--- config.mk ---
export PLATFORM = sky130hd
export DESIGN_NAME = picosoc_iomem_fabric_flat
export DESIGN_NICKNAME = d
export VERILOG_FILES = /design/src/rtl/picosoc_iomem_fabric_if.sv /design/src/rtl/picosoc_iomem_fabric.sv /design/src/flat_wrapper.sv
export SDC_FILE = /design/constraint.sdc
export NUM_CORES = 1
export LEC_CHECK = 0
export BUFFER_PORTS_ARGS = -buffer_cell sky130_fd_sc_hd__buf_2
export CORE_AREA = 2 2 189 191
export DETAILED_ROUTE_END_ITERATION = 8
export DIE_AREA = 0 0 191 193
export GPL_TIMING_DRIVEN = 0
export HOLD_SLACK_MARGIN = 0.08
export RECOVER_POWER = 25
export SLEW_MARGIN = 20
export SYNTH_ARGS = -nofsm -noshare
export SYNTH_HDL_FRONTEND = slang
export SYNTH_SLANG_ARGS = --single-unit
export TNS_END_PERCENT = 50
--- constraint.sdc ---
create_clock -name clk -period 5 [get_ports clk]
set_clock_uncertainty 0.1 [all_clocks]
set_input_delay 0.25 -clock clk [delete_from_list [all_inputs] [get_ports clk]]
set_output_delay 0.25 -clock clk [all_outputs]
set_load 0.005 [all_outputs]
--- src/rtl/picosoc_iomem_fabric_if.sv ---
// picorv32 native-bus request/response plus the fanned-out peripheral side,
// bundled so the fabric, the CPU wrapper and the peripherals share one definition.
interface picosoc_iomem_fabric_if #(
   parameter int NUM_SLAVES = 8
);
   logic                     m_valid;
   logic                     m_instr;
   logic [31:0]              m_addr;
   logic [31:0]              m_wdata;
   logic [3:0]               m_wstrb;
   logic                     m_ready;
   logic [31:0]              m_rdata;

   logic [NUM_SLAVES-1:0]    s_valid;
   logic [31:0]              s_addr;
   logic [31:0]              s_wdata;
   logic [3:0]               s_wstrb;
   logic [NUM_SLAVES-1:0]    s_ready;
   logic [32*NUM_SLAVES-1:0] s_rdata;

   modport master (
      output m_valid, m_instr, m_addr, m_wdata, m_wstrb,
      input  m_ready, m_rdata
   );

   modport slave (
      input  s_valid, s_addr, s_wdata, s_wstrb,
      output s_ready, s_rdata
   );

   modport fabric (
      input  m_valid, m_instr, m_addr, m_wdata, m_wstrb,
      output m_ready, m_rdata,
      output s_valid, s_addr, s_wdata, s_wstrb,
      input  s_ready, s_rdata
   );
endinterface

--- src/rtl/picosoc_iomem_fabric.sv ---
// Address-decoding fabric from one picorv32 native port to NUM_SLAVES peripherals
// with sticky error capture. Define PICOSOC_IOMEM_TIMEOUT_EN to add an ACCESS timeout.
module picosoc_iomem_fabric #(
   parameter int                      NUM_SLAVES     = 8,
   parameter logic [8*NUM_SLAVES-1:0] REGION_MAP     = 64'h0807_0605_0403_0200,
   parameter int                      TIMEOUT_CYCLES = 1024,
   parameter logic [31:0]             ERR_RDATA      = 32'hFFFF_FFFF
) (
   input  logic                     clk,
   input  logic                     resetn,
   picosoc_iomem_fabric_if.fabric   bus,
   output logic                     err_o,
   output logic [31:0]              err_addr_o,
   input  logic                     err_clr_i
);

   localparam int IDX_W = (NUM_SLAVES > 1) ? $clog2(NUM_SLAVES) : 1;

   typedef enum logic [1:0] {IDLE, ACCESS, RESP} state_t;

   state_t           state;
   logic [IDX_W-1:0] sel;
   logic             hit;
   logic [IDX_W-1:0] hit_idx;
   logic [31:0]      sel_rdata;
   logic             tmo_hit;
   logic             err_set;
   logic [31:0]      err_addr_nxt;
   logic             unused_instr;

   assign unused_instr = bus.m_instr;

   // Scan from the top so the lowest matching slave index is the one kept.
   always_comb begin
      hit     = 1'b0;
      hit_idx = '0;
      for (int i = NUM_SLAVES - 1; i >= 0; i--) begin
         if (bus.m_addr[31:24] == REGION_MAP[8*i +: 8]) begin
            hit     = 1'b1;
            hit_idx = IDX_W'(i);
         end
      end
   end

   always_comb begin
      sel_rdata = bus.s_rdata[32*sel +: 32];
   end

`ifdef PICOSOC_IOMEM_TIMEOUT_EN
   localparam int CNT_W = $clog2(TIMEOUT_CYCLES) + 1;

   logic [CNT_W-1:0] tmo_cnt;

   // Held at zero in IDLE so the first ACCESS cycle always counts from zero.
   always_ff @(posedge clk or negedge resetn) begin
      if (!resetn) begin
         tmo_cnt <= '0;
      end else if (state == ACCESS) begin
         tmo_cnt <= tmo_cnt + 1'b1;
      end else begin
         tmo_cnt <= '0;
      end
   end

   assign tmo_hit = (tmo_cnt == CNT_W'(TIMEOUT_CYCLES - 1));
`else
   localparam int unused_timeout = TIMEOUT_CYCLES;

   assign tmo_hit = 1'b0;
`endif

   always_comb begin
      err_set      = 1'b0;
      err_addr_nxt = bus.s_addr;
      if (state == IDLE && bus.m_valid && !hit) begin
         err_set      = 1'b1;
         err_addr_nxt = bus.m_addr;
      end else if (state == ACCESS && bus.m_valid && !bus.s_ready[sel] && tmo_hit) begin
         err_set = 1'b1;
      end
   end

   always_ff @(posedge clk or negedge resetn) begin
      if (!resetn) begin
         state       <= IDLE;
         sel         <= '0;
         bus.m_ready <= 1'b0;
         bus.m_rdata <= '0;
         bus.s_valid <= '0;
         bus.s_addr  <= '0;
         bus.s_wdata <= '0;
         bus.s_wstrb <= '0;
      end else begin
         case (state)
            IDLE: begin
               bus.m_ready <= 1'b0;
               bus.s_valid <= '0;
               if (bus.m_valid) begin
                  sel         <= hit_idx;
                  bus.s_addr  <= bus.m_addr;
                  bus.s_wdata <= bus.m_wdata;
                  bus.s_wstrb <= bus.m_wstrb;
                  if (hit) begin
                     bus.s_valid <= NUM_SLAVES'(1) << hit_idx;
                     state       <= ACCESS;
                  end else begin
                     bus.m_rdata <= ERR_RDATA;
                     bus.m_ready <= 1'b1;
                     state       <= RESP;
                  end
               end
            end
            ACCESS: begin
               // A withdrawn request is dropped silently: no response, no error.
               if (!bus.m_valid) begin
                  bus.s_valid <= '0;
                  state       <= IDLE;
               end else if (bus.s_ready[sel]) begin
                  bus.m_rdata <= sel_rdata;
                  bus.m_ready <= 1'b1;
                  bus.s_valid <= '0;
                  state       <= RESP;
               end else if (tmo_hit) begin
                  bus.m_rdata <= ERR_RDATA;
                  bus.m_ready <= 1'b1;
                  bus.s_valid <= '0;
                  state       <= RESP;
               end
            end
            RESP: begin
               bus.m_ready <= 1'b0;
               state       <= IDLE;
            end
            default: begin
               bus.m_ready <= 1'b0;
               bus.s_valid <= '0;
               state       <= IDLE;
            end
         endcase
      end
   end

   // A new error outranks a simultaneous clear; the address only moves when free.
   always_ff @(posedge clk or negedge resetn) begin
      if (!resetn) begin
         err_o      <= 1'b0;
         err_addr_o <= '0;
      end else if (err_set) begin
         err_o <= 1'b1;
         if (!err_o || err_clr_i) begin
            err_addr_o <= err_addr_nxt;
         end
      end else if (err_clr_i) begin
         err_o <= 1'b0;
      end
   end

endmodule

--- src/flat_wrapper.sv ---
// flat-port wrapper written by rule: the top's interface ports become plain ports
module picosoc_iomem_fabric_flat 
#(
   parameter int                      NUM_SLAVES     = 8,
   parameter logic [8*NUM_SLAVES-1:0] REGION_MAP     = 64'h0807_0605_0403_0200,
   parameter int                      TIMEOUT_CYCLES = 1024,
   parameter logic [31:0]             ERR_RDATA      = 32'hFFFF_FFFF
)
  (clk, resetn, err_o, err_addr_o, err_clr_i, bus_m_valid, bus_m_instr, bus_m_addr, bus_m_wdata, bus_m_wstrb, bus_m_ready, bus_m_rdata, bus_s_valid, bus_s_addr, bus_s_wdata, bus_s_wstrb, bus_s_ready, bus_s_rdata);
  picosoc_iomem_fabric_if #(.NUM_SLAVES(NUM_SLAVES)) bus_i ();
  input  logic clk;
  input  logic resetn;
  output logic err_o;
  output logic [31:0] err_addr_o;
  input  logic err_clr_i;
  input wire logic [$bits(bus_i.m_valid)-1:0] bus_m_valid;
  input wire logic [$bits(bus_i.m_instr)-1:0] bus_m_instr;
  input wire logic [$bits(bus_i.m_addr)-1:0] bus_m_addr;
  input wire logic [$bits(bus_i.m_wdata)-1:0] bus_m_wdata;
  input wire logic [$bits(bus_i.m_wstrb)-1:0] bus_m_wstrb;
  output wire logic [$bits(bus_i.m_ready)-1:0] bus_m_ready;
  output wire logic [$bits(bus_i.m_rdata)-1:0] bus_m_rdata;
  output wire logic [$bits(bus_i.s_valid)-1:0] bus_s_valid;
  output wire logic [$bits(bus_i.s_addr)-1:0] bus_s_addr;
  output wire logic [$bits(bus_i.s_wdata)-1:0] bus_s_wdata;
  output wire logic [$bits(bus_i.s_wstrb)-1:0] bus_s_wstrb;
  input wire logic [$bits(bus_i.s_ready)-1:0] bus_s_ready;
  input wire logic [$bits(bus_i.s_rdata)-1:0] bus_s_rdata;
  assign bus_i.m_valid = bus_m_valid;
  assign bus_i.m_instr = bus_m_instr;
  assign bus_i.m_addr = bus_m_addr;
  assign bus_i.m_wdata = bus_m_wdata;
  assign bus_i.m_wstrb = bus_m_wstrb;
  assign bus_m_ready = bus_i.m_ready;
  assign bus_m_rdata = bus_i.m_rdata;
  assign bus_s_valid = bus_i.s_valid;
  assign bus_s_addr = bus_i.s_addr;
  assign bus_s_wdata = bus_i.s_wdata;
  assign bus_s_wstrb = bus_i.s_wstrb;
  assign bus_i.s_ready = bus_s_ready;
  assign bus_i.s_rdata = bus_s_rdata;
  picosoc_iomem_fabric #(.NUM_SLAVES(NUM_SLAVES), .REGION_MAP(REGION_MAP), .TIMEOUT_CYCLES(TIMEOUT_CYCLES), .ERR_RDATA(ERR_RDATA)) u_core (.clk(clk), .resetn(resetn), .bus(bus_i), .err_o(err_o), .err_addr_o(err_addr_o), .err_clr_i(err_clr_i));
endmodule
Word level (Yosys, flattened, before mapping)
Index checks and enable logic that the tools add are counted.

word-level totals
  input port bits = 337
  logic and storage cells = 85
  bits in registers = 147
  output and inout bits = 142

operators by class
  equal/unequal tests = 14
  magnitude comparators = 1
  bitwise operators = 1
  multiplexer cells = 42
  shift-type cells = 2
  reduce and logical (&&, ||, !) cells = 15

operator list
  cell                 number
  $shiftx 256x9->32    1
  $mux 32              5
  $pmux 32 s2          1
  $eq 8x3->1 const B   4
  $mux 8               4
  $mux 3               8
  $pmux 8 s3           1
  $eq 8x2->1 const B   2
  $mux 1               16
  $reduce_and 2->1     5
  $eq 8x4->1 const B   1
  $logic_not 8->1      1
  $mux 2               4
  $ne 2x2->1 const B   4
  $shl 1x3->8 const A  1
  $reduce_and 5->1     1
  $lt 3x4->1 const B   1
  $pmux 2 s2           1
  $reduce_bool 2->1    2
  $bmux 1 s3           1
  $ne 3x3->1 const B   1
  $eq 2x1->1 const B   1
  $eq 2x2->1 const B   1
  $logic_and 1x1->1    2
  other kinds (5)      6

Longest topological paths before layout
Gate-level depths: netlist of the first run.

  depth after elaboration = 13
  mapped depth = 6
  mapped depth without buffers = 4

Worst setup path after synthesis of the first run
Ideal clock, no wire load.

  path kind = register -> register
  from = register u_core.state[1]
  to = register u_core.err_addr_o[24]
  cell stages (with the launch flop) = 7
  setup time = 0.128 ns
  path slack = 2.877 ns
  required time = 4.772 ns
  period minus slack after synthesis = 2.123 ns
  buffers on the path = 2
  data arrival time = 1.896 ns
  path through = dfrtp_1 > or3b_1 > clkbuf_1 > a31oi_4 > a21boi_4 > buf_6 > mux2_1

on the way
  cells in the longest elaborated chain, start to end = 5
  elaborated cells between the ends (all ways) = 6
  those cells by class = mux (2); reduce/logical (4)

RTL lines
  item                               RTL line                     RTL
  start: declaration                 picosoc_iomem_fabric.sv:21   state_t state;
  start signal: assignment           picosoc_iomem_fabric.sv:85   state <= IDLE;
  start signal: assignment           picosoc_iomem_fabric.sv:105  state <= ACCESS;
  start signal: assignment           picosoc_iomem_fabric.sv:109  state <= RESP;
  $logic_not 2->1 *                  picosoc_iomem_fabric.sv:75   if (state == IDLE && bus.m_valid && !hit) begin
  $logic_and 1x1->1 * (2 in series)  picosoc_iomem_fabric.sv:75
  $mux 1                             picosoc_iomem_fabric.sv:75
  $reduce_and 2->1 (no source line)  -
  end signal: assignment             picosoc_iomem_fabric.sv:151  err_addr_o <= err_addr_nxt;
  end: declaration                   picosoc_iomem_fabric.sv:13   output logic [31:0] err_addr_o,

Mark *: on every way between the ends. The rest lies on a longest branch, timed or not.
A chain may end at the register's enable or synchronous reset.

==> summary.txt, run 1 <==
=====================================================================================
Result of the run ...................................................... finished, violations left
Failing checks ......................................................... capacitance limit, slew limit
Wire length of the first global-routing pass ...........................     45300 µm
Root buf cell .......................................................... sky130_fd_sc_hd__clkbuf_16
Number of setup buffers added after CTS ................................            0
Post-synth EDFFs .......................................................            0
GR Overflow Total ......................................................            0
Total length of routed met3 wires ......................................      2510 µm
Synth Cell Area ........................................................  0.00760 mm²
Most frequently used cell type in the post-synthesis netlist ........... sky130_fd_sc_hd__nand2_1
Launch instance of the worst min-delay path ............................ bus_m_addr[26]
Number of storage elements in the synthesis netlist ....................          147
Crit path max fanout ...................................................           95
End of the worst register-to-register path ............................. u_core.bus.m_rdata[25]
Hold_buf cts ...........................................................           67
Path category of the worst min-delay check .............................       in2reg
Max-capacitance violation count ........................................            1
Layout Nets ............................................................         1569
DRT iter0 DRCs .........................................................          455
Worst Hold End ......................................................... u_core.bus.s_addr[26]
CP Launch Type .........................................................   input port
Synthesis warning total ................................................            0
Number of clock sinks seen by CTS ......................................          147
DP Cell Count ..........................................................         1607
Die Y-Extent ...........................................................       193 µm
Total Neg Setup Slack ..................................................         0 ns
Setup repair after global routing missed its margin ....................           no
Antenna-violating nets left ............................................            0
Worst slew margin relative to its limit ................................       -56.5%
Post-Route M1 WL .......................................................     13100 µm
Logic gate share of total power ........................................        19.9%
Highest metal used .....................................................         met5
Critical path's slowest cell ........................................... sky130_fd_sc_hd__clkbuf_2
Cell type contributing the most total cell area after synthesis ........ sky130_fd_sc_hd__dfrtp_1
Worst hold stages ......................................................            3
Number of CTS-inserted buffers .........................................           17
FMAX ...................................................................      330 MHz
First-pass DRT Iterations ..............................................            4
Cells along the critical path .......................................... dlygate4sd3_1 > buf_8 > clkbuf_2
Startpoint of the worst register-to-register path ...................... u_core.sel[1]
Internal power of the cells ............................................      2450 µW
Post-Synthesis Net Count ...............................................         1007
Starting density of the core ...........................................        21.7%
Register share of total power ..........................................        41.0%
Number of cells on the worst reg-to-reg path ...........................            5
Num rows ...............................................................           69
Number of endpoints with negative hold slack in the final report .......            0
Max VDD drop ...........................................................   0.000224 V
Sum of routed wire length over all layers ..............................     32000 µm
Average size of a mapped cell ..........................................     11.3 µm²
Type of element capturing the critical path ............................    async pin
Resized Gates After CTS ................................................            0
Largest net degree at the start of global routing ......................           96
Buffer and inverter count on the worst path ............................            3
Static leakage power ...................................................   0.00549 µW
Global-route total usage across every layer ............................        16.7%
Tcrit/Tclk final .......................................................        60.7%
Clock period minus worst slack .........................................      3.03 ns
Source-to-sink clock delay at the later pin of the worst-skew pair .....      0.43 ns
Maximum root-to-sink buffer count ......................................            2
Worst Max-Slew Pin Slew ................................................      2.35 ns
Launch point of the worst path .........................................       resetn
Flop-to-flop setup slack ...............................................      2.23 ns
Placeable core region ..................................................   0.0350 mm²
Via count of the first global-routing pass .............................         7770
Antenna violations before repair .......................................            4
FFs w/ async S/R, synth ................................................         100%
P&R area growth vs syn .................................................        55.6%
H-tree levels ..........................................................            4
Unique masters post-synth ..............................................           38
TritonCTS clock tree ...................................................          yes
Final count of negative-setup-slack endpoints ..........................            0
Top cells by area, synth ............................................... sky130_fd_sc_hd__dfrtp_1 48%, sky130_fd_sc_hd__mux4_2 19%, sky130_fd_sc_hd__nand2_1 10%
Worst Path Arrival .....................................................      2.99 ns
Cell count after synthesis .............................................          670
Horizontal die dimension ...............................................       191 µm
Share of the yosys chip area belonging to registers ....................        48.4%
Routed via count .......................................................         7646
Number of pins exceeding their max-slew limit in the final report ......           96
Ratio of cells with drive above 1 in the final layout ..................        45.2%
Wire length on met2 ....................................................     15300 µm
Part of the power in the clock network .................................        39.1%
Top_reg_cell synth ..................................................... sky130_fd_sc_hd__dfrtp_1
Worst stage delay on the critical path .................................      1.72 ns
Crit Path Category .....................................................     in2async
HPWL after detailed placement ..........................................     25100 µm
Kind of cell adding the most delay to the critical path ................ buffers and inverters
Cell types with the highest counts after synthesis ..................... 210 x sky130_fd_sc_hd__nand2_1, 147 x sky130_fd_sc_hd__dfrtp_1, 64 x sky130_fd_sc_hd__mux4_2
Switching part of the total power ......................................        28.7%
Total DRC errors in the routed layout ..................................            0
Top-level I/O count ....................................................          479
Detailed-route wire length per cell ....................................      18.7 µm
Worst EP required ......................................................      4.95 ns
IO buf count ...........................................................          475
Non-filler instance count after layout .................................         1711
Area share of the largest cell type after synthesis ....................        48.4%
Routability Congestion .................................................        0.808
Vias per std cell ......................................................         4.47
Power density over cell area ...........................................   291 mW/mm²
Psw ....................................................................       988 µW
DIE AREA ...............................................................   0.0369 mm²
Clock-pin slew of the registers on the worst-case setup and hold paths .      0.07 ns
=====================================================================================
-- sequential cells by signal, indices dropped and copies added, names as in the netlist --
| name | flops |
|---|---|
| u_core.bus.m_rdata | 32 |
| u_core.bus.s_addr | 32 |
| u_core.bus.s_wdata | 32 |
| u_core.err_addr_o | 32 |
| u_core.bus.s_valid | 8 |
| u_core.bus.s_wstrb | 4 |
| u_core.sel | 3 |
| u_core.state | 2 |
| u_core.bus.m_ready | 1 |
| u_core.err_o | 1 |
-- final cells by class --
cell class | instances | area [µm²]
diodes | 5 | 12.5
plain buffers | 51 | 229
clock buffers | 18 | 439
clock inverters | 14 | 170
fillers | 3581 | 23100
inverters | 11 | 41.3
multi-input cells | 461 | 3650
flip-flops and latches | 147 | 3680
well taps | 461 | 577
repair buffers | 543 | 3030
-- how the worst max path moves through the flow --
stage | to | slack [ns] | cells after the start
after floorplan | u_core.err_addr_o[24] | 2.88 | 6
after global placement | u_core.bus.s_addr[22] | 1.21 | 1
after detailed placement | u_core.err_addr_o[28] | 2.12 | 6
after CTS | u_core.err_addr_o[26] | 2.02 | 7
after global routing | u_core.err_addr_o[11] | 1.36 | 3
final | u_core.err_addr_o[17] | 1.97 | 3
-- layer usage --
metal | track usage (%) | vias up
li1 | - | 3504
met1 | 21.2 | 3739
met2 | 26.5 | 353
met3 | 4.25 | 48
met4 | 8.05 | 2
met5 | 0 | -
-- cell usage in the layout (no fill, tap or decap), types with 3 or more instances in the layout --
master / netlist / final
sky130_fd_sc_hd__clkbuf_1: 27 / 56
sky130_fd_sc_hd__clkbuf_16: 0 / 17
sky130_fd_sc_hd__o21ai_1: 6 / 6
sky130_fd_sc_hd__o21ai_0: 6 / 6
sky130_fd_sc_hd__o22ai_1: 33 / 33
sky130_fd_sc_hd__mux4_2: 64 / 64
sky130_fd_sc_hd__buf_6: 3 / 3
sky130_fd_sc_hd__a22oi_1: 4 / 4
sky130_fd_sc_hd__mux2_1: 32 / 32
sky130_fd_sc_hd__diode_2: 0 / 5
sky130_fd_sc_hd__nor4_1: 3 / 3
sky130_fd_sc_hd__dlygate4sd3_1: 0 / 67
sky130_fd_sc_hd__inv_8: 0 / 4
sky130_fd_sc_hd__nor2_1: 37 / 37
sky130_fd_sc_hd__nand2_1: 210 / 210
sky130_fd_sc_hd__nor2b_1: 3 / 3
sky130_fd_sc_hd__a32oi_1: 4 / 4
sky130_fd_sc_hd__mux2i_1: 34 / 34
sky130_fd_sc_hd__dfrtp_1: 147 / 147
sky130_fd_sc_hd__inv_1: 11 / 11
sky130_fd_sc_hd__buf_1: 9 / 10
sky130_fd_sc_hd__buf_2: 12 / 456
sky130_fd_sc_hd__clkinv_4: 0 / 4
-- stage by stage --
stage          setup WS (ns)  instance area, µm²  power, µW  util, %  hold slack, ns
6_report                1.97               11800       3440     33.8           0.179
5_1_grt                 1.36               11800       3630     33.8           0.203
4_1_cts                 2.02               11900       3510     34.0           0.138
3_5_place_dp            2.12               10600       2090     30.3           0.109
3_3_place_gp            1.21               10600       2070     30.2           0.343
2_1_floorplan           2.88                7600       1680        -          -0.146
-- logic make-up (layout without fill, tap and decap cells) --
family                    after synthesis  in the layout  synth area share, %
AOI/OAI and AO/OA                      63             63                 5.65
xor gates and xnor gates                1              1                0.115
buffers and inverters                  62            637                 3.56
DFF                                   147            147                 48.4
muxes                                 132            132                 28.5
other                                   0              5                    0
and+or+nand+nor                       265            265                 13.8
-- worst reg2reg max path: cells and delay by family, from the launching register on --
| family | cells | cell delay, ns |
|---|---|---|
| compound gates | 1 | 0.20 |
| buf+inv | 2 | 1.33 |
| flops | 1 | 0.50 |
| mux | 2 | 0.54 |
-- power groups by stage --
stage	clock network, µW	registers, µW	logic, µW
after floorplan	0	1440	239
after global placement	0	1420	648
after detailed placement	0	1430	662
after CTS	1400	1410	703
after global routing	1440	1430	755
final	1350	1410	685
Power figures use the tool's default switching activity.
==> run 2: changes to the inputs <==
- CORE_AREA: 2 2 189 191 -> 2 2 188 190
- DIE_AREA: 0 0 191 193 -> 0 0 190 192
- clock period: 5 -> 2.8 ns (I/O delays scaled with it)
==> run 2 against run 1 <==
  * The flow still finishes with violations (capacitance limit, slew limit)
  * Via count down 0.48%
  * Die area shrank 1.0%
  * Combinational power is 80% higher
  * Design area up 0.24%
  * Non-clock buffer count rose by 2
  * Utilization is 0.75 points higher
  * Worst hold slack got worse by 0.073 ns
  * Cell count down 0.35%
  * Power grew 79%
  * Worst setup slack worse by 1.8 ns
  * Sequential power up 79%
  * Critical path depth grew 2
  * Largest cell class unchanged
==> summary.txt, run 2 (synthesized netlist as in run 1, its figures left out) <==
=====================================================================================
Placeable core region ..................................................   0.0343 mm²
Total DRC errors in the routed layout ..................................            0
Horizontal die dimension ...............................................       190 µm
Flop-to-flop setup slack ...............................................      0.20 ns
Vias per std cell ......................................................         4.46
Crit Path Category .....................................................      reg2reg
Number of clock sinks seen by CTS ......................................          147
Starting density of the core ...........................................        22.2%
Ratio of cells with drive above 1 in the final layout ..................        45.5%
Antenna-violating nets left ............................................            0
Die Y-Extent ...........................................................       192 µm
Routed via count .......................................................         7609
Power density over cell area ...........................................   520 mW/mm²
Failing checks ......................................................... capacitance limit, slew limit
Sum of routed wire length over all layers ..............................     32600 µm
Wire length of the first global-routing pass ...........................     47000 µm
Critical path's slowest cell ........................................... sky130_fd_sc_hd__buf_1
Clock period minus worst slack .........................................      2.60 ns
P&R area growth vs syn .................................................        56.0%
DIE AREA ...............................................................   0.0365 mm²
Startpoint of the worst register-to-register path ...................... u_core.sel[1]
Routability Congestion .................................................        0.807
Detailed-route wire length per cell ....................................      19.1 µm
Worst Path Arrival .....................................................      2.80 ns
Layout Nets ............................................................         1571
DRT iter0 DRCs .........................................................          405
Crit path max fanout ...................................................           10
Launch point of the worst path ......................................... u_core.sel[1]
Source-to-sink clock delay at the later pin of the worst-skew pair .....      0.43 ns
Max-capacitance violation count ........................................            1
CP Launch Type .........................................................    flip-flop
Worst Max-Slew Pin Slew ................................................      1.57 ns
Worst setup path end ................................................... u_core.bus.m_rdata[3]
Maximum root-to-sink buffer count ......................................            2
Number of filler cells placed in the layout ............................         3494
Final count of negative-setup-slack endpoints ..........................            0
Number of endpoints with negative hold slack in the final report .......            0
Type of element capturing the critical path ............................    flip-flop
Commonest cells after routing, fill and taps aside ..................... 460 x sky130_fd_sc_hd__buf_2, 210 x sky130_fd_sc_hd__nand2_1, 147 x sky130_fd_sc_hd__dfrtp_1
Share of the core filled with cells ....................................        34.6%
Worst slew margin relative to its limit ................................       -4.76%
Commonest non-fill, non-tap cell in the layout ......................... sky130_fd_sc_hd__buf_2
Max VDD drop ...........................................................   0.000374 V
First-pass DRT Iterations ..............................................            5
FMAX ...................................................................      385 MHz
HPWL after detailed placement ..........................................     25200 µm
Cells along the critical path .......................................... clkdlybuf4s15_2 > buf_1 > mux4_2 > o22ai_1 > mux2i_1
Worst hold margin ......................................................     0.105 ns
Tcrit/Tclk final .......................................................        92.8%
Top-level I/O count ....................................................          479
Number of CTS-inserted buffers .........................................           17
H-tree levels ..........................................................            4
Antenna violations before repair .......................................            6
Static leakage power ...................................................   0.00551 µW
Result of the run ...................................................... finished, violations left
Clock-pin slew of the registers on the worst-case setup and hold paths .      0.06 ns
Largest net degree at the start of global routing ......................           93
GR Overflow Total ......................................................            0
Worst stage delay on the critical path .................................      0.59 ns
Via count of the first global-routing pass .............................         7806
Path category of the worst min-delay check .............................       in2reg
Num rows ...............................................................           68
Number of cells on the worst reg-to-reg path ...........................            5
Worst EP required ......................................................      3.00 ns
Root buf cell .......................................................... sky130_fd_sc_hd__clkbuf_16
Number of setup buffers added after CTS ................................            0
TritonCTS clock tree ...................................................          yes
Global-route total usage across every layer ............................        17.3%
IO buf count ...........................................................          475
Setup repair after global routing missed its margin ....................           no
End of the worst register-to-register path ............................. u_core.bus.m_rdata[3]
Number of pins exceeding their max-slew limit in the final report ......           57
=====================================================================================
run 2: cell count changes in the layout (fill, tap and decap cells not counted), moves of 2 or more:
cell	previous run	this run
sky130_fd_sc_hd__buf_2	456	460
sky130_fd_sc_hd__inv_6	2	4
sky130_fd_sc_hd__dlygate4sd3_1	67	69
sky130_fd_sc_hd__diode_2	5	3
sky130_fd_sc_hd__buf_1	10	7
sky130_fd_sc_hd__inv_8	4	0
run 2: per-layer routing:
layer	global-route usage (%)	vias to the layer above	share of wire (%)
met2	28.0	364	49
li1	-	3516	-
met5	0	-	0.12
met1	20.9	3688	40
met4	5.66	6	1.6
met3	6.94	35	9.1
run 2: per-stage QoR:
stage                     TNS [ns]  cells  instance area, µm²  worst slack [ns]  total power, µW
after global placement     -117.73   1600               10500            -0.827             3690
final                            0   1705               11900             0.201             6160
after detailed placement    -0.728   1601               10600            -0.135             3720
after CTS                        0   1702               11900            0.0409             6260
after global routing             0   1704               11900            0.0164             6480
after floorplan                  0    670                7600             0.677             2990
run 2: layout make-up:
cell class                      instances  area [µm²]  area share [%]
Tap cell                              455         569            4.80
Clock buffer                           19         443            3.74
Timing Repair Buffer                  545        3050            25.7
Clock inverter                         13         173            1.46
Buffer                                 51         238            2.01
Multi-Input combinational cell        461        3660            30.9
Inverter                               11        41.3           0.348
Antenna cell                            3        7.51          0.0633
Sequential cell                       147        3680            31.0
run 2: repair_timing:
| item | CTS | global route |
|---|---|---|
| gates resized for setup | 3 | 1 |
| endpoints found under the hold margin | 249 | 0 |
| setup endpoints to repair | 13 | 29 |
| hold buffers | 69 | 0 |
run 2: how the worst min path moves through the flow:
stage,start,to,cells past startpoint
5_1_grt,bus_m_valid,u_core.bus.m_rdata[31],4
3_3_place_gp,bus_m_wdata[6],u_core.bus.s_wdata[6],3
2_1_floorplan,resetn,u_core.bus.m_rdata[0],0
6_report,bus_m_valid,u_core.bus.m_rdata[31],4
3_5_place_dp,resetn,u_core.bus.m_rdata[22],1
4_1_cts,bus_s_rdata[219],u_core.bus.m_rdata[27],4
run 2: critical path, delay by kind of cell, from the launching register on:
kind / cells / cell delay, ns
buffers and inverters: 2 / 1.09
AOI/OAI and AO/OA: 1 / 0.21
muxes: 2 / 0.57
DFF: 1 / 0.50
run 2: report_power, final:
part	switching (µW)	internal, µW	leakage, µW
registers	134	2380	0.00169
logic	601	632	0.00351
clock network	974	1440	0.000299
==> run 3: changes to the inputs <==
- CELL_PAD_IN_SITES_DETAIL_PLACEMENT: not set -> 1
- CELL_PAD_IN_SITES_GLOBAL_PLACEMENT: not set -> 1
- CORE_AREA: 2 2 188 190 -> 2 2 185 187
- DIE_AREA: 0 0 190 192 -> 0 0 187 189
- PLACE_DENSITY_LB_ADDON: not set -> 0.1
==> run 3 against run 2 <==
  * The run still ends with capacitance limit, slew limit left
  * Fmax decreased by 4.1%
  * Design area decreased by 0.20%
  * Cell count is 0.53% lower
  * Register-to-register slack got worse by 0.11 ns
  * Critical path depth did not move
  * Clock power about the same
  * Non-clock buffer count down 1
  * Critical path type unchanged
  * Critical endpoint is now u_core.bus.m_rdata[22]
  * Largest cell class unchanged
  * Largest power group unchanged
==> summary.txt, run 3 (synthesized netlist as in run 1, its figures left out) <==
=====================================================================================
Commonest non-fill, non-tap cell in the layout ......................... sky130_fd_sc_hd__buf_2
Source-to-sink clock delay at the later pin of the worst-skew pair .....      0.42 ns
Vias per std cell ......................................................         4.46
Part of the power in the clock network .................................        38.9%
Tcrit/Tclk final .......................................................        96.8%
Die Y-Extent ...........................................................       189 µm
Max-capacitance violation count ........................................            1
Flop-to-flop setup slack ...............................................      0.09 ns
P&R area growth vs syn .................................................        55.6%
TritonCTS clock tree ...................................................          yes
IO buf count ...........................................................          475
Maximum root-to-sink buffer count ......................................            2
Worst Path Arrival .....................................................      2.90 ns
Antenna-violating nets left ............................................            0
Psw ....................................................................      1800 µW
Path category of the worst min-delay check .............................       in2reg
Clock period minus worst slack .........................................      2.71 ns
Antenna violations before repair .......................................            7
Logic gate share of total power ........................................        20.0%
GR Overflow Total ......................................................            0
Power density over cell area ...........................................   516 mW/mm²
Internal power of the cells ............................................      4310 µW
Wire length of the first global-routing pass ...........................     51800 µm
HPWL after detailed placement ..........................................     27500 µm
Sum of routed wire length over all layers ..............................     34400 µm
First-pass DRT Iterations ..............................................            4
Layout Nets ............................................................         1570
Routed via count .......................................................         7572
Worst Max-Slew Pin Slew ................................................      2.01 ns
Setup Slack @ Placement ................................................   -0.0763 ns
Ratio of cells with drive above 1 in the final layout ..................        45.5%
Worst hold margin ......................................................     0.103 ns
Register share of total power ..........................................        41.0%
H-tree levels ..........................................................            4
Placeable core region ..................................................   0.0333 mm²
CP Launch Type .........................................................    flip-flop
Final critical-path setup slack ........................................    0.0908 ns
Num rows ...............................................................           67
Detailed-route wire length per cell ....................................      20.3 µm
Result of the run ...................................................... finished, violations left
Root buf cell .......................................................... sky130_fd_sc_hd__clkbuf_16
Max VDD drop ...........................................................   0.000388 V
Horizontal die dimension ...............................................       187 µm
Type of element capturing the critical path ............................    flip-flop
Number of CTS-inserted buffers .........................................           17
Via count of the first global-routing pass .............................         8326
Clock-pin slew of the registers on the worst-case setup and hold paths .      0.07 ns
DIE AREA ...............................................................   0.0353 mm²
Switching part of the total power ......................................        29.4%
Starting density of the core ...........................................        22.8%
Setup repair after global routing missed its margin ....................           no
Share of the core filled with cells ....................................        35.5%
Number of clock sinks seen by CTS ......................................          147
Number of pins exceeding their max-slew limit in the final report ......           72
Commonest cells after routing, fill and taps aside ..................... 457 x sky130_fd_sc_hd__buf_2, 210 x sky130_fd_sc_hd__nand2_1, 147 x sky130_fd_sc_hd__dfrtp_1
Routability Congestion .................................................        0.813
Top-level I/O count ....................................................          479
Failing checks ......................................................... capacitance limit, slew limit
Final count of negative-setup-slack endpoints ..........................            0
FMAX ...................................................................      369 MHz
Worst EP required ......................................................      2.99 ns
Total DRC errors in the routed layout ..................................            0
Worst slew margin relative to its limit ................................       -33.7%
Static leakage power ...................................................   0.00550 µW
Largest net degree at the start of global routing ......................           77
Number of endpoints with negative hold slack in the final report .......            0
Crit path max fanout ...................................................           10
DRT iter0 DRCs .........................................................          243
Global-route total usage across every layer ............................        19.3%
Crit Path Category .....................................................      reg2reg
=====================================================================================
run 3: cell types whose count changed in the layout (fill, tap and decap cells not counted), sizes merged:
cell,change
bufinv,-2
diode,-1
buf,-2
inv,+6
clkbuf,+1
dlygate4sd3,-1
clkinv,-3
run 3: power groups by stage:
stage	logic [µW]	registers (µW)	clock network (µW)
3_5_place_dp	1200	2540	0
5_1_grt	1360	2550	2560
3_3_place_gp	1180	2530	0
6_report	1220	2510	2380
2_1_floorplan	427	2570	0
4_1_cts	1280	2510	2480
run 3: worst paths after layout:
check	start	end	depth (start not counted)
setup / recovery	u_core.sel[1]	u_core.bus.m_rdata[22]	5
hold / removal	bus_m_addr[26]	u_core.bus.s_addr[26]	3
setup reg to reg	u_core.sel[1]	u_core.bus.m_rdata[22]	5
hold reg to reg	u_core.bus.s_addr[23]	u_core.bus.s_addr[23]	2
max in group asynchronous	resetn	u_core.bus.m_rdata[1]	3
min in group asynchronous	resetn	u_core.bus.s_wdata[25]	2
run 3: layer usage:
metal / share of wire [%] / global-route usage [%] / vias up
li1: - / - / 3497
met1: 41 / 23.1 / 3759
met2: 51 / 33.5 / 272
met3: 6.4 / 5.63 / 38
met4: 2.1 / 5.62 / 6
met5: 0.12 / 0 / -
run 3: critical path, stage by stage (launching register included):
cell                              delay [ns]
sky130_fd_sc_hd__dfrtp_1                0.48
sky130_fd_sc_hd__clkdlybuf4s15_2        0.53
sky130_fd_sc_hd__clkbuf_1               0.56
sky130_fd_sc_hd__mux4_2                 0.42
sky130_fd_sc_hd__o22ai_1                0.35
sky130_fd_sc_hd__mux2i_1                0.14
run 3: final cells by class:
type	instances	area (µm²)
diodes	2	5.00
plain buffers	51	241
clock buffers	18	439
clock inverters	14	160
fillers	3938	21500
inverters	11	41.3
multi-input cells	461	3650
flip-flops and latches	147	3680
well taps	448	561
repair buffers	544	3050
run 3: timing repair:
item	4_1_cts	5_1_grt
gates cloned	0	0
endpoints found under the setup margin	3	1
buffers inserted	0	0
hold endpoints to repair	171	0
hold buffers	68	0
pin swaps	0	0
gates resized for setup	2	2
run 3: through the flow:
stage / std cells / instance area (µm²) / setup TNS [ns] / power, µW
floorplan: 670 / 7600 / 0 / 2990
global placement: 1593 / 10500 / -156.70 / 3710
detailed placement: 1594 / 10600 / -0.0909 / 3740
CTS: 1694 / 11900 / 0 / 6260
global route: 1696 / 11800 / 0 / 6470
finish: 1696 / 11800 / 0 / 6110
